File: src/rtl/adrv9001_tx_ramp_if.sv
// AXI-stream style IQ link used on both sides of the TX ramp stage.
interface adrv9001_tx_ramp_if #(parameter int DW = 32);
  logic [DW-1:0] tdata;
  logic          tvalid;
  logic          tlast;
  logic          tready;

  modport master (output tdata, tvalid, tlast, input tready);
  modport slave  (input tdata, tvalid, tlast, output tready);
endinterface

File: src/rtl/adrv9001_tx_ramp.sv
// TX power ramp/gate ahead of the ADRV9001 s_axis port: linear gain ramp on burst edges, zero-fill on underrun.
// Optional macro ADRV9001_TX_RAMP_TLAST_EN: accepted tlast ends the burst, enable must toggle to rearm.

module adrv9001_tx_ramp_lane #(
  parameter int VEC_W     = 16,
  parameter int RAMP_LOG2 = 6
) (
  input  logic [VEC_W-1:0]   x,
  input  logic [RAMP_LOG2:0] gain,
  output logic [VEC_W-1:0]   y
);
  localparam int PW = VEC_W + RAMP_LOG2 + 2;
  logic signed [PW-1:0] xs, gs, prod;

  // gain is unsigned, so it gets a zero sign bit before the signed multiply
  assign xs   = PW'($signed(x));
  assign gs   = PW'($signed({1'b0, gain}));
  assign prod = xs * gs;
  assign y    = VEC_W'(prod >>> RAMP_LOG2);
endmodule

module adrv9001_tx_ramp #(
  parameter int RAMP_LOG2 = 6
) (
  input  logic                      clk,
  input  logic                      rstn,
  input  logic                      enable,
  adrv9001_tx_ramp_if.slave         s_axis,
  adrv9001_tx_ramp_if.master        m_axis,
  output logic                      busy,
  output logic [1:0]                state,
  output logic [15:0]               underrun_cnt
);
  localparam int NUM_LANES = 2;
  localparam int VEC_W     = 16;
  localparam int GW        = RAMP_LOG2 + 1;
  localparam logic [GW-1:0] UNITY   = {1'b1, {RAMP_LOG2{1'b0}}};
  localparam logic [GW-1:0] LAST_UP = {1'b0, {RAMP_LOG2{1'b1}}};

  typedef enum logic [1:0] {
    IDLE      = 2'd0,
    RAMP_UP   = 2'd1,
    RUN       = 2'd2,
    RAMP_DOWN = 2'd3
  } st_t;

  st_t                            st;
  logic [GW-1:0]                  gain;
  logic [31:0]                    m_tdata;
  logic                           m_tvalid;
  logic                           m_tlast;
  logic [15:0]                    urun_q;
  logic                           load;
  logic                           tl_hit;
  logic                           armed;
  logic [NUM_LANES-1:0][VEC_W-1:0] lane_in, lane_out;

  // lane 1 = I (upper half), lane 0 = Q
  assign lane_in = s_axis.tdata;

  for (genvar l = 0; l < NUM_LANES; l++) begin : g_lane
    adrv9001_tx_ramp_lane #(.VEC_W(VEC_W), .RAMP_LOG2(RAMP_LOG2)) u_lane (
      .x    (lane_in[l]),
      .gain (gain),
      .y    (lane_out[l])
    );
  end

  assign load          = (st != IDLE) && (!m_tvalid || m_axis.tready);
  assign s_axis.tready = load;
  assign m_axis.tdata  = m_tdata;
  assign m_axis.tvalid = m_tvalid;
  assign m_axis.tlast  = m_tlast;
  assign busy          = (st != IDLE);
  assign state         = st;
  assign underrun_cnt  = urun_q;

`ifdef ADRV9001_TX_RAMP_TLAST_EN
  assign tl_hit = load && s_axis.tvalid && s_axis.tlast && (st == RAMP_UP || st == RUN);

  // A burst consumes the arm; it only comes back once enable has been seen low.
  always_ff @(posedge clk or negedge rstn) begin
    if (!rstn)                             armed <= 1'b1;
    else if (st == IDLE && enable && armed) armed <= 1'b0;
    else if (tl_hit)                       armed <= 1'b0;
    else if (!enable)                      armed <= 1'b1;
  end
`else
  assign tl_hit = 1'b0;
  assign armed  = 1'b1;
`endif

  always_ff @(posedge clk or negedge rstn) begin
    if (!rstn) begin
      st       <= IDLE;
      gain     <= '0;
      m_tdata  <= '0;
      m_tvalid <= 1'b0;
      m_tlast  <= 1'b0;
      urun_q   <= '0;
    end else begin
      if (load) begin
        m_tvalid <= 1'b1;
        m_tdata  <= s_axis.tvalid ? lane_out : '0;
        m_tlast  <= s_axis.tvalid && s_axis.tlast;
        if (!s_axis.tvalid && urun_q != 16'hFFFF) urun_q <= urun_q + 16'd1;
      end else if (m_axis.tready) begin
        m_tvalid <= 1'b0;
      end

      // Active-state transitions only happen on a load, so backpressure freezes the ramp.
      unique case (st)
        IDLE: begin
          if (enable && armed) begin
            st   <= RAMP_UP;
            gain <= '0;
          end
        end
        RAMP_UP: begin
          if (load) begin
            gain <= gain + GW'(1);
            if (!enable || tl_hit)    st <= RAMP_DOWN;
            else if (gain == LAST_UP) st <= RUN;
          end
        end
        RUN: begin
          if (load && (!enable || tl_hit)) st <= RAMP_DOWN;
        end
        RAMP_DOWN: begin
          if (load) begin
            if (gain != '0)          gain <= gain - GW'(1);
            if (enable && armed)     st <= RAMP_UP;
            else if (gain == '0)     st <= IDLE;
          end
        end
        default: st <= IDLE;
      endcase
    end
  end

  // UNITY documents the top of the gain range; RUN simply holds gain there.
  logic unused_unity;
  assign unused_unity = ^UNITY;
endmodule
File: src/flat_wrapper.sv
// flat-port wrapper written by rule: the top's interface ports become plain ports
module adrv9001_tx_ramp_flat 
#(
  parameter int RAMP_LOG2 = 6
)
  (clk, rstn, enable, busy, state, underrun_cnt, s_axis_tdata, s_axis_tvalid, s_axis_tlast, s_axis_tready, m_axis_tdata, m_axis_tvalid, m_axis_tlast, m_axis_tready);
  adrv9001_tx_ramp_if s_axis_i ();
  adrv9001_tx_ramp_if m_axis_i ();
  input  logic clk;
  input  logic rstn;
  input  logic enable;
  output logic busy;
  output logic [1:0] state;
  output logic [15:0] underrun_cnt;
  input wire logic [$bits(s_axis_i.tdata)-1:0] s_axis_tdata;
  input wire logic [$bits(s_axis_i.tvalid)-1:0] s_axis_tvalid;
  input wire logic [$bits(s_axis_i.tlast)-1:0] s_axis_tlast;
  output wire logic [$bits(s_axis_i.tready)-1:0] s_axis_tready;
  output wire logic [$bits(m_axis_i.tdata)-1:0] m_axis_tdata;
  output wire logic [$bits(m_axis_i.tvalid)-1:0] m_axis_tvalid;
  output wire logic [$bits(m_axis_i.tlast)-1:0] m_axis_tlast;
  input wire logic [$bits(m_axis_i.tready)-1:0] m_axis_tready;
  assign s_axis_i.tdata = s_axis_tdata;
  assign s_axis_i.tvalid = s_axis_tvalid;
  assign s_axis_i.tlast = s_axis_tlast;
  assign s_axis_tready = s_axis_i.tready;
  assign m_axis_tdata = m_axis_i.tdata;
  assign m_axis_tvalid = m_axis_i.tvalid;
  assign m_axis_tlast = m_axis_i.tlast;
  assign m_axis_i.tready = m_axis_tready;
  adrv9001_tx_ramp #(.RAMP_LOG2(RAMP_LOG2)) u_core (.clk(clk), .rstn(rstn), .enable(enable), .s_axis(s_axis_i), .m_axis(m_axis_i), .busy(busy), .state(state), .underrun_cnt(underrun_cnt));
endmodule
File: config.mk
export PLATFORM = sky130hd
export DESIGN_NAME = adrv9001_tx_ramp_flat
export DESIGN_NICKNAME = d
export VERILOG_FILES = /design/src/rtl/adrv9001_tx_ramp_if.sv /design/src/rtl/adrv9001_tx_ramp.sv /design/src/flat_wrapper.sv
export SDC_FILE = /design/constraint.sdc
export NUM_CORES = 1
export LEC_CHECK = 0
export CAP_MARGIN = 20
export CORE_MARGIN = 4
export CORE_UTILIZATION = 52
export DETAILED_ROUTE_END_ITERATION = 8
export PLACE_DENSITY = 0.73
export SLEW_MARGIN = 20
export SYNTH_ARGS = -nofsm -noshare
export SYNTH_HDL_FRONTEND = slang
export SYNTH_SLANG_ARGS = --single-unit
File: constraint.sdc
create_clock -name clk -period 5.9 [get_ports clk]
set_clock_uncertainty 0.05 [all_clocks]
set_input_delay 0.885 -clock clk [delete_from_list [all_inputs] [get_ports clk]]
set_output_delay 0.885 -clock clk [all_outputs]
set_load 0.1 [all_outputs]
==> results_dict.tcl <==
set metrics [dict create \
    rows 51 \
    die_h_um 149 \
    synth_cells 1136 \
    ys.flop_type "dfrtp_1" \
    cts_resized 0 \
    setup_violations 0 \
    ys_seq_area_share_pct 14.3 \
    synth_edf_count 0 \
    ant_nets 0 \
    dieWidth_um 149 \
    grt_usage_pct 22.3 \
    fmax_mhz 182 \
    critical_path_required_ns 6.07 \
    htree_levels 3 \
    outcome "finished clean" \
    async_flop_share_pct 100 \
    place_hpwl_um 18800 \
    most-common-layout-cells "inv_1, fa_1, and2_1, nand2_1, ha_1" \
    area_growth_pct 15.5 \
    final_nets 1517 \
    critical_path.max_fanout 7 \
    portBuffers 91 \
    grt_overflow 0 \
    finalWeightedCongestion 0.866 \
    clkLatencyLatePin_ns 0.34 \
    cts_buffer_depth 2 \
    io_pins 92 \
    cts-root-buf "clkbuf_16" \
    worst_pin_slew_ns 1.00 \
    fin_setup_tns_ns 0 \
    final_common_cell "inv_1" \
    n_fill_cell 1725 \
    yosysTopAreaCell "fa_1" \
    syn_area_mm2 0.0103 \
    synth_nets 1428 \
    ys_ff_latch 59 \
    clock-sinks 59 \
    relSlewSlack_pct 33.0 \
    grt_max_degree 60 \
    start_util_pct 52.9 \
    vias 7832 \
    cp_data_arrival_time_ns 5.68 \
    hold_viol 0 \
    fin_crit_sh_pct 93.4 \
    num_antenna_cells 0 \
    ys_warn_count 0 \
    end_kind "flip-flop" \
    avgSynthCellArea_um2 9.09 \
    vias_per_cell 5.24 \
    cts_tree "built" \
    yosys-top-cells-area "fa_1, dfrtp_1, ha_1" \
    first_pass_iters 5 \
    wl_um 23000 \
    die_area_mm2 0.0222 \
    cts_buffers 9 \
    cts_hold_buf 0 \
    layout_min_cycle_time_ns 5.51 \
    drive_gt1_share_pct 5.77 \
    slew_violations 0 \
    worstSetupStartpointType "primary input" \
    first_iter_violations 443 \
    rsz0062_at_grt "no" \
    grt_pass1_vias 8340 \
    cts_setup_buffers 0 \
    antenna_found_initial 0 \
    clk_pin_slew_ns 0.05 \
    drc 0 \
    hold_path_class "flip-flop to flip-flop" \
    grt_pass1_wl_um 40200 \
    synth_top_cell_area_share_pct 31.2 \
    routedWlPerCell_um 15.4 \
    core_mm2 0.0195 \
    worst-setup-path-type "primary input to flip-flop" \
    ys_types 64 \
    max-cap-violations 0 \
]
## final cells by class
cell class,instances,area (um^2),share of cell area (%)
clock inverters,7,100,0.839
flip-flops and latches,59,1480,12.4
well taps,265,332,2.78
multi-input cells,812,7860,65.9
inverters,228,856,7.17
clock buffers,9,225,1.89
repair buffers,115,1080,9.08
## stage by stage
stage	hold slack (ns)	worst slack [ns]	utilization, %	instance area, um^2	cells
2_1_floorplan	0.539	0.909	-	10300	1136
3_3_place_gp	0.404	0.125	59.4	11600	1479
3_5_place_dp	0.420	0.00335	59.4	11600	1479
4_1_cts	0.431	0.360	61.1	11900	1495
5_1_grt	0.465	0.0502	61.1	11900	1495
6_report	0.426	0.390	61.1	11900	1495
## path summary, 6_finish.rpt
path	startpoint	to	slack [ns]	depth (start not counted)
max in group asynchronous	rstn	u_core.m_axis.tdata[28]	4.58	2
setup / recovery	s_axis_tdata[5]	u_core.m_axis.tdata[15]	0.39	16
hold / removal	u_core.m_axis.tdata[27]	u_core.m_axis.tdata[27]	0.43	2
min in group asynchronous	rstn	u_core.m_axis.tdata[2]	0.63	2
setup reg to reg	u_core.gain[3]	u_core.m_axis.tdata[15]	0.57	15
hold reg to reg	u_core.m_axis.tdata[27]	u_core.m_axis.tdata[27]	0.43	2
## Yosys cell counts, drive strengths merged, types with 3 or more instances
cell type    n
inv        228
fa         161
and2       160
nand2      121
ha          93
dfrtp       59
o21ai       38
xnor2       38
clkbuf      34
a21oi       31
xor2        23
nor2        15
nand3       14
a21o        12
nor3        11
nand4        8
and3         6
o21bai       6
mux2         5
o311ai       5
a211oi       4
nand2b       4
nand4b       4
nor2b        4
o22ai        4
a31oi        3
and4         3
buf          3
mux2i        3
nor4         3
o21a         3
o31ai        3
## cell families after synthesis
| group | share of synthesized area, % |
|---|---|
| buffers and inverters | 9.65 |
| XOR/XNOR | 5.17 |
| multiplexers | 0.836 |
| AND/OR/NAND/NOR | 19.2 |
| AO/OA/AOI/OAI | 8.43 |
| adder cells (fa/ha/maj) | 42.5 |
| flip-flops | 14.3 |
## metal layers
metal | vias up | global-route usage [%] | routed length (um)
li1 | 3700 | - | -
met4 | 0 | 5.22 | 425
met1 | 3936 | 30.6 | 10300
met5 | - | 0 | 0
met2 | 170 | 37.6 | 11200
met3 | 26 | 3.62 | 1050
## registers in the layout, summed over array words and instances (netlist names)
signal	flops
u_core.gain	7
u_core.m_axis.tvalid	1
u_core.underrun_cnt	16
u_core.state	2
u_core.m_axis.tlast	1
u_core.m_axis.tdata	32
## critical path: stages
cell	delay, ns
clkdlybuf4s50_1	0.58
nand2_1	0.11
fa_1	0.57
inv_1	0.05
fa_1	0.46
fa_1	0.54
inv_1	0.05
fa_1	0.52
inv_1	0.04
ha_1	0.35
and4_1	0.24
a221oi_2	0.44
a21oi_1	0.16
o311ai_1	0.40
a211o_1	0.19
o211ai_1	0.08
Power is left out: the tool's default activity adds up to more than one toggle a clock period on the data nets, which glitch-free logic cannot reach.
